File: src/rtl/alu_share_arbiter.sv
// Shares one combinational ALU between NUM_REQ requesters: round-robin grant, one EXEC cycle,
// registered tagged response. Define ALU_ARB_FIXED_PRIO_EN for fixed lowest-index-wins priority.
module alu_share_arbiter #(
    parameter int unsigned NUM_REQ = 2,
    parameter int unsigned ID_W    = 2
) (
    input  logic                    clk,
    input  logic                    rst_n,
    input  logic [NUM_REQ-1:0]      req_valid,
    output logic [NUM_REQ-1:0]      req_ready,
    input  logic [4*NUM_REQ-1:0]    req_op,
    input  logic [32*NUM_REQ-1:0]   req_in1,
    input  logic [32*NUM_REQ-1:0]   req_in2,
    output logic                    rsp_valid,
    input  logic                    rsp_ready,
    output logic [ID_W-1:0]         rsp_id,
    output logic [31:0]             rsp_data,
    output logic [3:0]              alu_op,
    output logic [31:0]             alu_in1,
    output logic [31:0]             alu_in2,
    input  logic [31:0]             alu_out
);

    typedef enum logic [1:0] {StIdle, StExec, StResp} state_e;

    state_e            state_q, state_d;
    logic [ID_W-1:0]   last_grant_q, last_grant_d;
    logic [3:0]        op_q, op_d;
    logic [31:0]       in1_q, in1_d;
    logic [31:0]       in2_q, in2_d;
    logic [ID_W-1:0]   id_q, id_d;
    logic              rsp_valid_q, rsp_valid_d;
    logic [ID_W-1:0]   rsp_id_q, rsp_id_d;
    logic [31:0]       rsp_data_q, rsp_data_d;

    logic              arb_en;
    logic              gnt_found;
    logic [ID_W-1:0]   gnt_idx;
    logic              req_hs;
    logic [3:0]        sel_op;
    logic [31:0]       sel_in1;
    logic [31:0]       sel_in2;

    // Arbitration runs in IDLE, or in RESP in the cycle the response is consumed.
    assign arb_en = (state_q == StIdle) || ((state_q == StResp) && rsp_ready);

    always_comb begin
        gnt_found = 1'b0;
        gnt_idx   = '0;
`ifdef ALU_ARB_FIXED_PRIO_EN
        for (int i = int'(NUM_REQ) - 1; i >= 0; i--) begin
            if (req_valid[i]) begin
                gnt_found = 1'b1;
                gnt_idx   = ID_W'(i);
            end
        end
`else
        // Scan backwards so the candidate closest after last_grant is assigned last and wins.
        for (int k = int'(NUM_REQ); k >= 1; k--) begin
            if (req_valid[(int'(last_grant_q) + k) % int'(NUM_REQ)]) begin
                gnt_found = 1'b1;
                gnt_idx   = ID_W'((int'(last_grant_q) + k) % int'(NUM_REQ));
            end
        end
`endif
    end

    assign req_hs = arb_en && gnt_found;

    always_comb begin
        req_ready = '0;
        sel_op    = '0;
        sel_in1   = '0;
        sel_in2   = '0;
        for (int i = 0; i < int'(NUM_REQ); i++) begin
            if (gnt_idx == ID_W'(i)) begin
                req_ready[i] = req_hs && rst_n;
                sel_op       = req_op[4*i +: 4];
                sel_in1      = req_in1[32*i +: 32];
                sel_in2      = req_in2[32*i +: 32];
            end
        end
    end

    always_comb begin
        state_d      = state_q;
        last_grant_d = last_grant_q;
        op_d         = op_q;
        in1_d        = in1_q;
        in2_d        = in2_q;
        id_d         = id_q;
        rsp_valid_d  = rsp_valid_q;
        rsp_id_d     = rsp_id_q;
        rsp_data_d   = rsp_data_q;

        unique case (state_q)
            StIdle: begin
                if (req_hs) state_d = StExec;
            end
            StExec: begin
                rsp_data_d  = alu_out;
                rsp_id_d    = id_q;
                rsp_valid_d = 1'b1;
                state_d     = StResp;
            end
            StResp: begin
                if (rsp_ready) begin
                    rsp_valid_d = 1'b0;
                    state_d     = req_hs ? StExec : StIdle;
                end
            end
            default: state_d = StIdle;
        endcase

        if (req_hs) begin
            op_d         = sel_op;
            in1_d        = sel_in1;
            in2_d        = sel_in2;
            id_d         = gnt_idx;
            last_grant_d = gnt_idx;
        end
    end

    always_ff @(posedge clk or negedge rst_n) begin
        if (!rst_n) begin
            state_q      <= StIdle;
            last_grant_q <= ID_W'(NUM_REQ - 1);
            op_q         <= '0;
            in1_q        <= '0;
            in2_q        <= '0;
            id_q         <= '0;
            rsp_valid_q  <= 1'b0;
            rsp_id_q     <= '0;
            rsp_data_q   <= '0;
        end else begin
            state_q      <= state_d;
            last_grant_q <= last_grant_d;
            op_q         <= op_d;
            in1_q        <= in1_d;
            in2_q        <= in2_d;
            id_q         <= id_d;
            rsp_valid_q  <= rsp_valid_d;
            rsp_id_q     <= rsp_id_d;
            rsp_data_q   <= rsp_data_d;
        end
    end

    assign rsp_valid = rsp_valid_q;
    assign rsp_id    = rsp_id_q;
    assign rsp_data  = rsp_data_q;
    assign alu_op    = op_q;
    assign alu_in1   = in1_q;
    assign alu_in2   = in2_q;

endmodule

File: config.mk
export PLATFORM = sky130hd
export DESIGN_NAME = alu_share_arbiter
export DESIGN_NICKNAME = d
export VERILOG_FILES = /design/src/rtl/alu_share_arbiter.sv
export SDC_FILE = /design/constraint.sdc
export NUM_CORES = 1
export LEC_CHECK = 0
export CORE_MARGIN = 2
export CORE_UTILIZATION = 35
export CTS_CLUSTER_DIAMETER = 30
export DETAILED_ROUTE_END_ITERATION = 12
export PLACE_DENSITY = 0.87
export SLEW_MARGIN = 20
export SYNTH_ARGS = -nofsm -noshare
export SYNTH_HDL_FRONTEND = slang
export SYNTH_SLANG_ARGS = --single-unit
File: constraint.sdc
create_clock -name clk -period 1.4 [get_ports clk]
set_input_delay 0.21 -clock clk [delete_from_list [all_inputs] [get_ports clk]]
set_output_delay 0.21 -clock clk [all_outputs]
set_load 0.005 [all_outputs]
After elaboration in Yosys (flattened, before gate mapping)
Index checks and enable logic that the tools add are counted.

cells by class
  $add $sub $neg = 2
  order comparisons = 2
  equal/unequal tests = 5
  multiplexer cells = 24
  bitwise operators = 2
  reduce and logical (&&, ||, !) cells = 9

operator list
  operator                                             number
  two-way mux 32 bit                                   4
  two-way mux 1 bit                                    12
  two-way mux 2 bit                                    4
  two-way mux 4 bit                                    2
  < comparator 2 x 3 -> 1 bit (second input constant)  2
  one-hot mux 2 bit (3 select lines)                   1
  == test 2 x 1 -> 1 bit (second input constant)       2
  logical NOT 2 bit                                    2
  != test 2 bit (second input constant)                2
  AND reduction 2 bit                                  2
  logical AND 1 bit                                    3
  adder 1 bit (second input constant)                  2
  AND 1 bit (first input constant)                     2
  == test 2 bit (second input constant)                1
  one-hot mux 1 bit (2 select lines)                   1
  nonzero test 2 bit                                   1
  logical OR 1 bit                                     1

word-level totals
  bits in registers = 108
  bits of input ports = 173
  output and inout port bits = 105
  logic and storage cells = 53

Depth between registers and ports, before layout
  word-level depth = 11
  gate-level depth with buffers = 6
  mapped depth without buffers = 3

Worst setup path after synthesis
No wires, ideal clock.

  path type = reg2out
  start point = register state_q[1]
  end point = output port req_ready[0]
  data arrival time = 1326 ps
  required time = 1190 ps
  setup slack = -136 ps
  stages on the path, launching flop included = 5
  buffers on the path = 1
  path through = dfrtp_1 -> and2b_4 -> nor3_4 -> buf_6 -> and3b_1

between the ends
  cells in the longest elaborated chain, start to end = 6
  elaborated cells between the ends (all ways) = 7
  classes of those cells = 1 x eq/ne; 1 x mux; 5 x reduce/logical

ends and longest elaborated chain
  what                    RTL line  text
  start, declared         26        state_e state_q, state_d;
  start signal, assigned  126       state_q <= StIdle;
  start signal, assigned  136       state_q <= state_d;
  == test 2 bit           45        assign arb_en = (state_q == StIdle) || ((state_q == StResp) && rsp_ready);
  logical AND 1 bit       45
  logical OR 1 bit (*)    45
  logical AND 1 bit (*)   68        assign req_hs = arb_en && gnt_found;
  logical AND 1 bit (*)   77        req_ready[i] = req_hs && rst_n;
  two-way mux 1 bit (*)   76        if (gnt_idx == ID_W'(i)) begin
  end, declared           10        output logic [NUM_REQ-1:0] req_ready,

Every way passes the cells marked *; elsewhere a longest branch is shown, timed or not.

Worst setup path in the final report
Same ends and word-level chain as after synthesis.

==> flow_metrics.env <==
export IMPL_status="finished with violations"
export IMPL_violations="negative setup slack"
export IMPL_netlist_area_um2=4800
export IMPL_htreeDepth=3
export IMPL_mostFrequentLayoutCell="clkdlybuf4s50_1"
export IMPL_yosysTopAreaCellShare=0.5474
export IMPL_post_synth_num_cell_types=29
export IMPL_post_route_period_util=1.111
export IMPL_cts_buffers=9
export IMPL_io_buffer_count=276
export IMPL_cts_sinks=106
export IMPL_leakage_nw=4.120
export IMPL_die_x_um=121.1
export IMPL_ys_seq_area_frac=0.5529
export IMPL_grt_usage=0.2486
export IMPL_synthArstFlopShare=1.000
export IMPL_maxCapViolations=0
export IMPL_final_setup_viol_count=104
export IMPL_min_period_ns=1.555
export IMPL_path_clk_slew_ns=0.08
export IMPL_grt_max_degree=94
export IMPL_synth_ff_type="dfrtp_1"
export IMPL_start_kind="flop"
export IMPL_grt_overflow=0
export IMPL_fin_worst_skew_ns=0.02162
export IMPL_grt_pass1_vias=5223
export IMPL_design_core_area_um2=13300
export IMPL_synth_edff_count=0
export IMPL_place_hpwl_mm=12.06
export IMPL_syn_mean_instance_area_um2=11.82
export IMPL_dr_pass1_iters=5
export IMPL_crit_path_max_fanout=3
export IMPL_vias_per_cell=5.367
export IMPL_post_drt_wl_per_cell_um=21.53
export IMPL_end_kind="primary output"
export IMPL_die_area_um2=14670
export IMPL_fin_hold_ws_ns=0.3675
export IMPL_antenna_left=0
export IMPL_antenna_found_initial=2
export IMPL_fp_dieH_um=121.1
export IMPL_yosys_register_bits=106
export IMPL_fin_util=0.7158
export IMPL_netlist_instances=406
export IMPL_drive_gt1_frac=0.2812
export IMPL_drv_slew=0
export IMPL_area_growth_synth_to_final_pct=98.28
export IMPL_yosysWarnings=0
export IMPL_cts_max_path_buffers=2
export IMPL_hold_viol=0
export IMPL_io_pins=278
export IMPL_drc=0
export IMPL_path_class="reg -> out"
export IMPL_syn_nets=579
export IMPL_worst_ep_required_time_ns=1.19
export IMPL_rows=42
export IMPL_max_slew_worst_pin_slew_ns=0.5360
export IMPL_clock_insertion_delay_worst_skew_ns=0.34
export IMPL_layout_nets=922
export IMPL_peakVddDrop_mv=0.8416
export IMPL_gp_congestion=0.7919
export IMPL_cts_tree="done"
export IMPL_route_vias_total=5002
export IMPL_layout_common_cells="170 x clkdlybuf4s50_1, 104 x dfrtp_1, 91 x dlygate4sd2_1"
export IMPL_hp_class="in -> reg"
export IMPL_root_buffer="clkbuf_16"
export IMPL_rsz0062_at_grt="yes"
export IMPL_slew_headroom=0.6426
export IMPL_start_util=0.3610
export IMPL_wl_mm=20.07
export IMPL_p_per_area_nw_per_um2=1972
export IMPL_drt_iter0_markers=272
export IMPL_grt_pass1_wl_mm=28.01
export IMPL_arrival_ns=1.35
export IMPL_synth_area_top_cells="dfrtp_1 55%, o221a_2 13%, nand3_1 7.1%"
export IMPL_timing_fmax_mhz=643.0
export IMPL_timing_final_ws_setup_ns=-0.1553
export IMPL_synth_top_area_cell="dfrtp_1"
## stage by stage
stage          instance area (um^2)  total power, mW  setup WS [ns]  instances  setup TNS, ns
2_1_floorplan                  5231            9.833        -0.1361        406         -3.405
3_3_place_gp                   8224            14.03        -0.5703        841         -28.66
3_5_place_dp                   8224            14.41        -0.5968        841         -34.56
4_1_cts                        9119            17.78        -0.1506        913         -9.481
5_1_grt                        9514            19.69        -0.2220        931         -15.81
6_report                       9517            18.77        -0.1553        932         -11.55
## critical path: stages (launching register included)
cell and delay [ns]:
dfrtp_1 0.39, and2b_4 0.20, nor3_4 0.12, and3b_1 0.17
buf_2 0.13
## routing by layer
layer,vias to the layer above,track usage,wire length (um)
met5,-,0,0
met4,0,0.1141,656
met3,51,0.05498,1411
met2,266,0.4428,10510
met1,2476,0.2823,7487
li1,2209,-,-
## worst paths after layout
check,startpoint,end,slack [ns],depth (start not counted)
max,state_q[1],req_ready[0],-0.16,4
min,req_valid[0],last_grant_q[0],0.37,2
max reg2reg,last_grant_q[0],alu_in1[17],-0.15,5
min reg2reg,rsp_data[20],rsp_data[20],0.51,1
max in group asynchronous,rst_n,rsp_data[5],0.35,3
min in group asynchronous,rst_n,alu_in2[27],0.51,3
## synthesized netlist by cell type (2+ instances only)
cell      count
dfrtp_1     105
nor2_1       70
nand3_1      68
o221a_2      55
mux2_2       28
clkbuf_1     19
o221a_1      13
buf_6        10
buf_4         6
buf_2         5
mux2_1        5
inv_1         3
a21oi_1       2
a31oi_1       2
## state kept, by name, indices dropped and copies added, names as in the netlist
name,flops
alu_op,4
alu_in1,32
last_grant_q,1
rsp_id,1
alu_in2,32
rsp_data,32
rsp_valid,1
id_q,1
state_q,2
## final cells by class
type                       instances  area, um^2
antenna                            2       5.005
sequential                       106        2655
multi-input combinational        255        2486
clock buffer                      11       232.7
timing repair buffer             373        3859
clock inverter                     5       38.79
tap                              176       220.2
inverter                           4       20.02
fill                             898        3779
## timing repair
item                                   in CTS  in global routing
setup endpoints to repair                 194                118
pin swaps                                  18                 17
gates cloned                                8                  9
buffers inserted                           48                  9
hold buffers                                1                  0
endpoints found under the hold margin      37                  0
resized for setup                         140                 36
## cells by family after synthesis
logic type / after synthesis / synth area share
compound gates: 76 / 0.1734
buf+inv: 45 / 0.05683
flops: 106 / 0.5529
mux: 33 / 0.07742
other cells: 1 / 0.0007813
simple gates: 145 / 0.1387
## power breakdown
group / leakage, nW / switching [mW] / internal (mW)
combinational: 2.80 / 3.99 / 6.80
clock: 0.131 / 1.15 / 1.22
sequential: 1.19 / 1.00 / 4.59
total: 4.12 / 6.15 / 12.6
(Power assumes the default switching activity.)
